## config.mk

```make
export PLATFORM = sky130hd
export DESIGN_NAME = sys_ibus_master
export DESIGN_NICKNAME = d
export VERILOG_FILES = /design/src/rtl/sys_ibus_master.sv
export SDC_FILE = /design/constraint.sdc
export NUM_CORES = 1
export LEC_CHECK = 0
export ABC_CLOCK_PERIOD_IN_PS = 6130
export BUFFER_PORTS_ARGS = -buffer_cell sky130_fd_sc_hd__buf_4
export CORE_MARGIN = 3
export CORE_UTILIZATION = 49
export DETAILED_ROUTE_END_ITERATION = 16
export MAX_ROUTING_LAYER = met4
export PLACE_DENSITY = 0.71
export SLEW_MARGIN = 20
export SYNTH_ARGS = -nofsm -noshare
export SYNTH_HDL_FRONTEND = slang
export SYNTH_SLANG_ARGS = --single-unit
```

## constraint.sdc

```tcl
create_clock -name clk -period 6.13 [get_ports clk]
set_clock_uncertainty 0.05 [all_clocks]
set_input_delay 0.613 -clock clk [delete_from_list [all_inputs] [get_ports clk]]
set_output_delay 0.613 -clock clk [all_outputs]
set_load 0.01 [all_outputs]
```

## src/rtl/sys_ibus_master.sv

```systemverilog
// sys_ibus_master
//   Initiator side of the systolic I/O-buffer ibus. Runs one matrix job per
//   accepted command: streams A0,A1,B0,B1 words from din into the input
//   buffers, writes MAX_CNTR and RUN_CNTR, writes START, polls run_status
//   until the array is idle, then reads S0_0,S1_0,S0_1,S1_1 back out on dout.
//
// Ports
//   clk, rst                 clock, synchronous active-high reset
//   cmd_valid/cmd_ready      job command handshake (ready only while idle)
//   cmd_len                  words per A/B lane, 0 skips the load phase
//   cmd_max, cmd_run         values written to MAX_CNTR / RUN_CNTR
//   cmd_olen                 words read per S buffer, 0 skips readout
//   din_valid/ready/data     input word stream, lane-major A0,A1,B0,B1
//   dout_valid/ready/data    result word stream, dout_last on final S1_1 word
//   dout_last
//   ren, radr, rdata         ibus read channel (rdata valid RD_LAT after ren)
//   wen, wadr, wdata         ibus write channel, one access per wen cycle
//   busy                     job in progress
//   done                     one-cycle pulse on successful completion
//   err                      sticky poll timeout, cleared by next command
//
// State table
//   state    | meaning
//   IDLE     | waiting for a command, cmd_ready high
//   LOAD     | accepting din words, one buffer write per handshake
//   CFG_MAX  | issue MAX_CNTR write
//   CFG_RUN  | issue RUN_CNTR write
//   START    | issue START write
//   POLL     | one status read of 0xFFF0, decide on run_status
//   WAIT     | POLL_GAP idle cycles between polls
//   RD       | one S-buffer read
//   OUT      | present the read word on dout until accepted
//   DONE     | done pulse, back to IDLE
//   ERR      | poll timeout, err set, back to IDLE

module sys_ibus_master #(
   parameter int unsigned RD_LAT   = 2,
   parameter int unsigned POLL_GAP = 4,
   parameter logic [15:0] POLL_MAX = 16'hFFFF
) (
   input  logic        clk,
   input  logic        rst,
   input  logic        cmd_valid,
   output logic        cmd_ready,
   input  logic [9:0]  cmd_len,
   input  logic [7:0]  cmd_max,
   input  logic [7:0]  cmd_run,
   input  logic [8:0]  cmd_olen,
   input  logic        din_valid,
   output logic        din_ready,
   input  logic [15:0] din_data,
   output logic        dout_valid,
   input  logic        dout_ready,
   output logic [15:0] dout_data,
   output logic        dout_last,
   output logic        ren,
   output logic [15:0] radr,
   input  logic [15:0] rdata,
   output logic        wen,
   output logic [15:0] wadr,
   output logic [15:0] wdata,
   output logic        busy,
   output logic        done,
   output logic        err
);

   localparam logic [7:0]  LAT_LAST = 8'(RD_LAT);
   // WAIT counts down to zero inclusive, so it lasts exactly POLL_GAP cycles.
   localparam logic [15:0] GAP_LOAD = 16'(POLL_GAP - 1);

   localparam logic [15:0] ADR_START = 16'hFFF0;
   localparam logic [15:0] ADR_MAX   = 16'hFFF1;
   localparam logic [15:0] ADR_RUN   = 16'hFFF2;

   typedef enum logic [3:0] {
      S_IDLE, S_LOAD, S_CFG_MAX, S_CFG_RUN, S_START,
      S_POLL, S_WAIT, S_RD, S_OUT, S_DONE, S_ERR
   } state_t;

   state_t      state_q, state_d;
   logic [9:0]  len_q, len_d;
   logic [7:0]  max_q, max_d;
   logic [7:0]  run_q, run_d;
   logic [8:0]  olen_q, olen_d;
   logic [9:0]  idx_q, idx_d;
   logic [1:0]  lane_q, lane_d;
   logic [8:0]  j_q, j_d;
   logic [1:0]  sbuf_q, sbuf_d;
   logic [15:0] poll_cnt_q, poll_cnt_d;
   logic [15:0] gap_cnt_q, gap_cnt_d;
   logic [7:0]  lat_cnt_q, lat_cnt_d;
   logic        ren_q, ren_d;
   logic [15:0] radr_q, radr_d;
   logic        wen_q, wen_d;
   logic [15:0] wadr_q, wadr_d;
   logic [15:0] wdata_q, wdata_d;
   logic        dout_valid_q, dout_valid_d;
   logic [15:0] dout_data_q, dout_data_d;
   logic        dout_last_q, dout_last_d;
   logic        err_q, err_d;

   assign cmd_ready  = (state_q == S_IDLE);
   assign din_ready  = (state_q == S_LOAD);
   assign busy       = (state_q != S_IDLE);
   assign done       = (state_q == S_DONE);
   assign ren        = ren_q;
   assign radr       = radr_q;
   assign wen        = wen_q;
   assign wadr       = wadr_q;
   assign wdata      = wdata_q;
   assign dout_valid = dout_valid_q;
   assign dout_data  = dout_data_q;
   assign dout_last  = dout_last_q;
   assign err        = err_q;

   always_ff @(posedge clk) begin
      if (rst) begin
         state_q      <= S_IDLE;
         len_q        <= '0;
         max_q        <= '0;
         run_q        <= '0;
         olen_q       <= '0;
         idx_q        <= '0;
         lane_q       <= '0;
         j_q          <= '0;
         sbuf_q       <= '0;
         poll_cnt_q   <= '0;
         gap_cnt_q    <= '0;
         lat_cnt_q    <= '0;
         ren_q        <= 1'b0;
         radr_q       <= '0;
         wen_q        <= 1'b0;
         wadr_q       <= '0;
         wdata_q      <= '0;
         dout_valid_q <= 1'b0;
         dout_data_q  <= '0;
         dout_last_q  <= 1'b0;
         err_q        <= 1'b0;
      end else begin
         state_q      <= state_d;
         len_q        <= len_d;
         max_q        <= max_d;
         run_q        <= run_d;
         olen_q       <= olen_d;
         idx_q        <= idx_d;
         lane_q       <= lane_d;
         j_q          <= j_d;
         sbuf_q       <= sbuf_d;
         poll_cnt_q   <= poll_cnt_d;
         gap_cnt_q    <= gap_cnt_d;
         lat_cnt_q    <= lat_cnt_d;
         ren_q        <= ren_d;
         radr_q       <= radr_d;
         wen_q        <= wen_d;
         wadr_q       <= wadr_d;
         wdata_q      <= wdata_d;
         dout_valid_q <= dout_valid_d;
         dout_data_q  <= dout_data_d;
         dout_last_q  <= dout_last_d;
         err_q        <= err_d;
      end
   end

   always_comb begin
      state_d      = state_q;
      len_d        = len_q;
      max_d        = max_q;
      run_d        = run_q;
      olen_d       = olen_q;
      idx_d        = idx_q;
      lane_d       = lane_q;
      j_d          = j_q;
      sbuf_d       = sbuf_q;
      poll_cnt_d   = poll_cnt_q;
      gap_cnt_d    = gap_cnt_q;
      lat_cnt_d    = lat_cnt_q;
      ren_d        = ren_q;
      radr_d       = radr_q;
      wen_d        = 1'b0;
      wadr_d       = wadr_q;
      wdata_d      = wdata_q;
      dout_valid_d = dout_valid_q;
      dout_data_d  = dout_data_q;
      dout_last_d  = dout_last_q;
      err_d        = err_q;

      case (state_q)
         S_IDLE: begin
            if (cmd_valid) begin
               len_d      = cmd_len;
               max_d      = cmd_max;
               run_d      = cmd_run;
               olen_d     = cmd_olen;
               err_d      = 1'b0;
               idx_d      = '0;
               lane_d     = '0;
               j_d        = '0;
               sbuf_d     = '0;
               poll_cnt_d = '0;
               state_d    = (cmd_len == 10'd0) ? S_CFG_MAX : S_LOAD;
            end
         end

         S_LOAD: begin
            if (din_valid) begin
               // Lane bases are 0x400 apart and idx stays below cmd_len,
               // so the address is a plain concatenation.
               wen_d   = 1'b1;
               wadr_d  = {4'b0000, lane_q, idx_q};
               wdata_d = din_data;
               if (idx_q == len_q - 10'd1) begin
                  idx_d  = '0;
                  lane_d = lane_q + 2'd1;
                  if (lane_q == 2'd3) begin
                     state_d = S_CFG_MAX;
                  end
               end else begin
                  idx_d = idx_q + 10'd1;
               end
            end
         end

         S_CFG_MAX: begin
            wen_d   = 1'b1;
            wadr_d  = ADR_MAX;
            wdata_d = {8'h00, max_q};
            state_d = S_CFG_RUN;
         end

         S_CFG_RUN: begin
            wen_d   = 1'b1;
            wadr_d  = ADR_RUN;
            wdata_d = {8'h00, run_q};
            state_d = S_START;
         end

         S_START: begin
            wen_d   = 1'b1;
            wadr_d  = ADR_START;
            wdata_d = 16'h0001;
            state_d = S_POLL;
         end

         S_POLL: begin
            // Entered from START with ren low (START write still on the bus);
            // entered from WAIT with the read already launched.
            if (!ren_q) begin
               ren_d     = 1'b1;
               radr_d    = ADR_START;
               lat_cnt_d = LAT_LAST;
            end else if (lat_cnt_q != 8'd0) begin
               lat_cnt_d = lat_cnt_q - 8'd1;
            end else begin
               ren_d = 1'b0;
               if (!rdata[0]) begin
                  state_d = (olen_q == 9'd0) ? S_DONE : S_RD;
               end else begin
                  poll_cnt_d = poll_cnt_q + 16'd1;
                  if (poll_cnt_q + 16'd1 == POLL_MAX) begin
                     err_d   = 1'b1;
                     state_d = S_ERR;
                  end else begin
                     gap_cnt_d = GAP_LOAD;
                     state_d   = S_WAIT;
                  end
               end
            end
         end

         S_WAIT: begin
            if (gap_cnt_q == 16'd0) begin
               ren_d     = 1'b1;
               radr_d    = ADR_START;
               lat_cnt_d = LAT_LAST;
               state_d   = S_POLL;
            end else begin
               gap_cnt_d = gap_cnt_q - 16'd1;
            end
         end

         S_RD: begin
            if (!ren_q) begin
               ren_d     = 1'b1;
               radr_d    = {1'b1, 4'b0000, sbuf_q, j_q};
               lat_cnt_d = LAT_LAST;
            end else if (lat_cnt_q != 8'd0) begin
               lat_cnt_d = lat_cnt_q - 8'd1;
            end else begin
               ren_d        = 1'b0;
               dout_valid_d = 1'b1;
               dout_data_d  = rdata;
               dout_last_d  = (sbuf_q == 2'd3) && (j_q == olen_q - 9'd1);
               state_d      = S_OUT;
            end
         end

         S_OUT: begin
            if (dout_ready) begin
               dout_valid_d = 1'b0;
               dout_last_d  = 1'b0;
               if (dout_last_q) begin
                  state_d = S_DONE;
               end else begin
                  state_d = S_RD;
                  if (j_q == olen_q - 9'd1) begin
                     j_d    = '0;
                     sbuf_d = sbuf_q + 2'd1;
                  end else begin
                     j_d = j_q + 9'd1;
                  end
               end
            end
         end

         S_DONE:  state_d = S_IDLE;
         S_ERR:   state_d = S_IDLE;
         default: state_d = S_IDLE;
      endcase
   end

endmodule
```

Yosys cells after proc, flatten, opt, wreduce, memory -nomap -nowiden
Cells that the tools add are included.

Bits in registers: 171. Latch bits: 0. Bits in writable memories: 0. Memory bits (read-only): 0. Input port bits: 72. Output and inout port bits: 73. Logic and storage cells: 171. Memories: 0.

Add/subtract/negate cells: 9. Multipliers: 0. Divide/modulo/power cells: 0. $lt $le $gt $ge: 0. Equal/unequal tests: 33. Shifts and indexed selects: 0. Muxes and demuxes: 75. Bitwise gates (word level): 1. Reductions and logical operators: 32.

Operators by type and width (count): $mux W16 (14); $pmux W16 S4 (2); $pmux W16 S2 (2); $mux W4 (14); $pmux W16 S3 (1); $mux W9 (4); $pmux W4 S9 (1); $ne A2 B2 Y1 const B (16); $mux W10 (3); $mux W8 (3); $pmux W10 S2 (1); $pmux W9 S2 (1); $add A16 B1 Y16 const B (1); $eq A16 B16 Y1 const B (1); $eq A4 B3 Y1 const B (4); $logic_not A16 Y1 (1); $pmux W8 S2 (1); $reduce_and A4 Y1 (4); $sub A16 B1 Y16 const B (1); $mux W1 (14); $mux W2 (7); $reduce_and A6 Y1 (2); $reduce_bool A2 Y1 (6); $add A10 B1 Y10 const B (1); other kinds (29) (45).

Longest topological paths before layout
Depth in word-level cells: 7. Mapped depth: 10. Mapped depth without buffers: 10.

Least setup slack after synthesis
No wires, ideal clock.

Path type: register -> register. Start point: register poll_cnt_q[0]. End point: register gap_cnt_q[13]. Setup time: 0.059 ns. Arrival time: 2.515 ns. Data required time: 6.021 ns. Slack: 3.506 ns. Stages on the path, launching flop included: 10. Path buffers: 1. Clock period less this slack: 2.624 ns. Cell sequence: dfxtp_1 > ha_1 > and3_4 > buf_6 > or4b_4 > a21boi_2 > a31oi_2 > o31ai_4 > or4b_1 > nand2_1.

Word-level cells in the longest chain between the ends: 4.

Ends and longest elaborated chain: from (decl) (line 89) `logic [15:0] poll_cnt_q, poll_cnt_d;`; from (signal assigned) (line 149) `poll_cnt_q <= poll_cnt_d;`; $add A16 B1 Y16 (line 259) `if (poll_cnt_q + 16'd1 == POLL_MAX) begin`; $eq A16 B16 Y1 (line 259); $ne A2 B2 Y1 (no line); $reduce_and A6 Y1 (no line); to (signal assigned) (line 150) `gap_cnt_q <= gap_cnt_d;`; to (decl) (line 90) `logic [15:0] gap_cnt_q, gap_cnt_d;`.

Every way passes these cells. A chain may end at the register's enable or synchronous reset.

Worst setup path in the final report
Start point: register state_q[0]. End point: register gap_cnt_q[15].

Word-level cells in the longest chain between the ends: 3. Elaborated cells between the ends (all ways): 10. Those cells by class: eq/ne (7); mux (1); reduce/logical (2).

Ends and longest elaborated chain: from (decl) (line 80) `state_t state_q, state_d;`; from (signal assigned) (line 140) `state_q <= state_d;`; $eq A4 B3 Y1 (line 187) `case (state_q)`; $ne A2 B2 Y1 (no line) / $reduce_bool A2 Y1 (equally long branches); $reduce_and A6 Y1 (no line).

Parallel ways exist; a longest one is shown, timed or not.

==> impl_metrics.csv <==
group,metric,value,unit
synth,synth_flop_cell,"dfxtp_1",
route,viasPerCell,5.68,
worst_setup_path,cp.arrival,3.50,ns
synth,synth_edf_count,0,
clock_tree,clock_latency,0.43,ns
sta,fmax,314,MHz
floorplanning,die_h,136,µm
worst_setup_path,cp_slowest_cell,"dfxtp_1",
sta,hold_viol_final,0,
floorplanning,pin_count,145,
synth,synth_top_cell_by_area,"dfxtp_1",
clock_tree,ctsHtreeMaxLevel,4,
placed_design,port_buffers,144,
synth,synth_area_leaders,"dfxtp_1 40%, nand2_1 7.2%, nor2_1 5.7%, a21oi_1 5.1%, xnor2_1 3.2%",
clock_tree,clkTransAtPathRegs,0.07,ns
job,cap_violations,0,
pwr,p_leak,0.00389,µW
final_layout,drive_above_1_share,0.188,
final_layout,syn2layout_area_growth,20.3,%
route,firstDrtPassIters,5,
run_status,status,"finished, final reports clean",
synth,syn_avg_cell_area,8.08,µm²
synth,ys_seq_elements,165,
sta,fin_ws,2.94,ns
route,drtIter0Drc,475,
final_layout,regArea,3300,µm²
synth,synth-async-reset-ratio,0,
sta,finalCritPeriodShare,0.520,
final_layout,fillCellCount,1449,
synth,yosysTopAreaCellShare,0.400,
worst_setup_path,crit_path_cell_trace,"and4bb_2 > and4_1 > nand2_1 > a41oi_1 > a221oi_4 > or4b_1 > nand2_1",
clock_tree,cts_tree,"yes",
clock_tree,cts_resized,0,
worst_setup_path,critPathMaxStageDelay,0.90,ns
clock_tree,clk_path_buf_depth,2,
placed_design,post-place-ws,2.99,ns
sta,setup_tns,0,ns
min_path,min_path_type,"in2reg",
final_layout,nNetsFinal,1204,
final_layout,diodes,0,
sta,setup_violations,0,
clock_tree,cts.sinks,165,
floorplanning,start_util,0.511,
final_layout,multiInputGateArea,4580,µm²
clock_tree,numCtsBuffers,17,
worst_setup_path,path_common_cell,"nand2_1",
placed_design,gp_congestion,0.898,
synth,syn_nets,1106,
grt,overflow,0,
route,avgRoutedWirePerCell,15.9,µm
clock_tree,cts_root_buffer,"clkbuf_16",
synth,yosysSeqAreaShare,0.400,
route,drt_wl_total,21500,µm
pwr,power_density,356,nW/µm²
floorplanning,dieArea,18500,µm²
worst_setup_path,end_kind,"register",
grt,grt_max_degree,80,
worst_setup_path,crit_required,6.45,ns
placed_design,dp_hpwl,15300,µm
sta,slew_headroom,0.412,
clock_tree,cts_setup_buffers,0,
worst_setup_path,critPathKind,"reg2reg",
route,num_vias,7670,
floorplanning,core_area,16200,µm²
route,ant_nets,0,
synth,ys_warn_count,0,
sta,worst_slew_pin_slew,0.881,ns
sta,min_period,3.19,ns
grt,track_usage,0.239,
floorplanning,fp-row-count,46,
sta,slew_violations,0,
pwr,vdd_drop_max,0.274,mV
synth,synth_cell_types,85,
worst_setup_path,worst-path-max-fanout,23,
grt,grt_pass1_wl,34900,µm
clock_tree,postCtsHoldBufs,0,
synth,syn_inst,1023,
route,drc,0,
floorplanning,die_x,136,µm
sta,rsz0062_at_grt,"no",
synth,synth_area,8270,µm²
grt,grt_pass1_vias,7000,
worst_setup_path,startpoint_type,"register",
worst_setup_path,cp_top_family,"simple AND/OR/NAND/NOR gates",
grt,antenna_found_initial,0,
worst_setup_path,cp_num_buf_inv,0,
==> cells in the mapped netlist (all sizes together), types with 3 or more instances <==
master,instances
a211oi,5
a21boi,3
a21o,4
a21oi,84
a221oi,13
a22oi,16
a311oi,13
a31oi,11
a41oi,4
and2,17
and3,8
and4,4
buf,22
clkbuf,47
dfxtp,165
ha,11
inv,19
mux2,6
mux2i,10
nand2,159
nand2b,11
nand3,28
nand3b,6
nand4,13
nor2,126
nor2b,15
nor3,47
nor4,13
o211ai,6
o21ai,16
o21bai,3
o31a,3
o31ai,3
o32ai,3
or2b,3
or3,9
or4,9
or4b,3
xnor2,30
xor2,22
==> area by class of cell <==
type                       count  area share
tap                          216      0.0272
sequential                   165       0.332
multi-input combinational    770       0.461
inverter                      19     0.00717
clock inverter                12      0.0142
timing repair buffer         148       0.112
clock buffer                  20      0.0469
==> state kept, by name, summed over array words and instances (netlist names) <==
| register | count |
|---|---|
| wen | 1 |
| dout_last | 1 |
| idx_q | 10 |
| j_q | 9 |
| sbuf_q | 2 |
| gap_cnt_q | 16 |
| dout_data | 16 |
| dout_valid | 1 |
| olen_q | 9 |
| wadr | 13 |
| err | 1 |
| wdata | 16 |
| run_q | 8 |
| ren | 1 |
| lat_cnt_q | 8 |
| poll_cnt_q | 16 |
| len_q | 10 |
| radr | 13 |
| lane_q | 2 |
| state_q | 4 |
| max_q | 8 |
==> metrics by stage <==
step | instances | hold WS, ns | total power (µW) | instance area [µm²] | util
global placement | 1318 | 0.391 | 2450 | 9330 | 0.577
CTS | 1350 | 0.365 | 3560 | 9940 | 0.615
finish | 1350 | 0.378 | 3540 | 9940 | 0.615
floorplan | 1023 | 0.383 | 2100 | 8270 | -
global route | 1350 | 0.376 | 3740 | 9940 | 0.615
detailed placement | 1318 | 0.396 | 2460 | 9330 | 0.577
==> layer usage <==
| layer | global-route usage | wire (µm) |
|---|---|---|
| met2 | 0.373 | 9880 |
| met5 | - | 0 |
| met4 | 0.0666 | 344 |
| met3 | 0.0496 | 1350 |
| met1 | 0.316 | 9910 |
==> power breakdown <==
part	leakage [µW]	internal, µW	total, µW	switching, µW
combinational	0.00227	466	1090	624
sequential	0.00134	1210	1360	149
clock	0.000288	639	1090	454
==> logic make-up (layout without fill, tap and decap cells) <==
logic type      count (synthesis)  in the layout  synth area share
simple gates                  484            484             0.286
compound gates                205            205             0.170
flops                         165            165             0.400
buf+inv                        88            199            0.0469
xor+xnor                       53             53            0.0578
mux                            17             17            0.0230
fa+ha+maj                      11             11            0.0166
==> path summary, 6_finish.rpt <==
| check | start | end | slack (ns) | cells past startpoint |
|---|---|---|---|---|
| setup / recovery | state_q[0] | gap_cnt_q[15] | 2.94 | 7 |
| hold / removal | rdata[14] | dout_data[14] | 0.38 | 3 |
| setup reg to reg | state_q[0] | gap_cnt_q[15] | 2.94 | 7 |
| hold reg to reg | dout_data[0] | dout_data[0] | 0.40 | 2 |
==> worst min-delay path, delay by kind of cell <==
kind	cells	cell delay, ns
AND/OR/NAND/NOR	1	0.04
buffers and inverters	1	0.11
AO/OA/AOI/OAI	1	0.05
==> layout by cell type (no fill, tap or decap), types with 4 or more instances in the layout <==
master      synthesis  final
dfxtp_1           165    165
nand2_1           159    159
buf_4               7    148
nor2_1            126    125
a21oi_1            84     84
nor3_1             46     46
xnor2_1            30     30
nand3_1            28     28
xor2_1             22     22
inv_1              18     18
and2_1             17     17
clkbuf_16           0     17
a22oi_1            16     16
nor2b_1            15     15
o21ai_0            14     14
a311oi_1           12     12
nand2b_1           11     11
nor4_1             11     11
nand4_1            11     11
a221oi_1           11     11
ha_1               11     11
a31oi_1            10     10
mux2i_1            10     10
or3_1               9      9
or4_1               8      8
and3_1              7      7
nand3b_1            6      6
o211ai_1            6      6
mux2_2              6      6
a211oi_1            5      5
and4_1              4      4
a21o_1              4      4
a41oi_1             4      4
clkinvlp_4          0      4
Power figures use the tool's default switching activity.
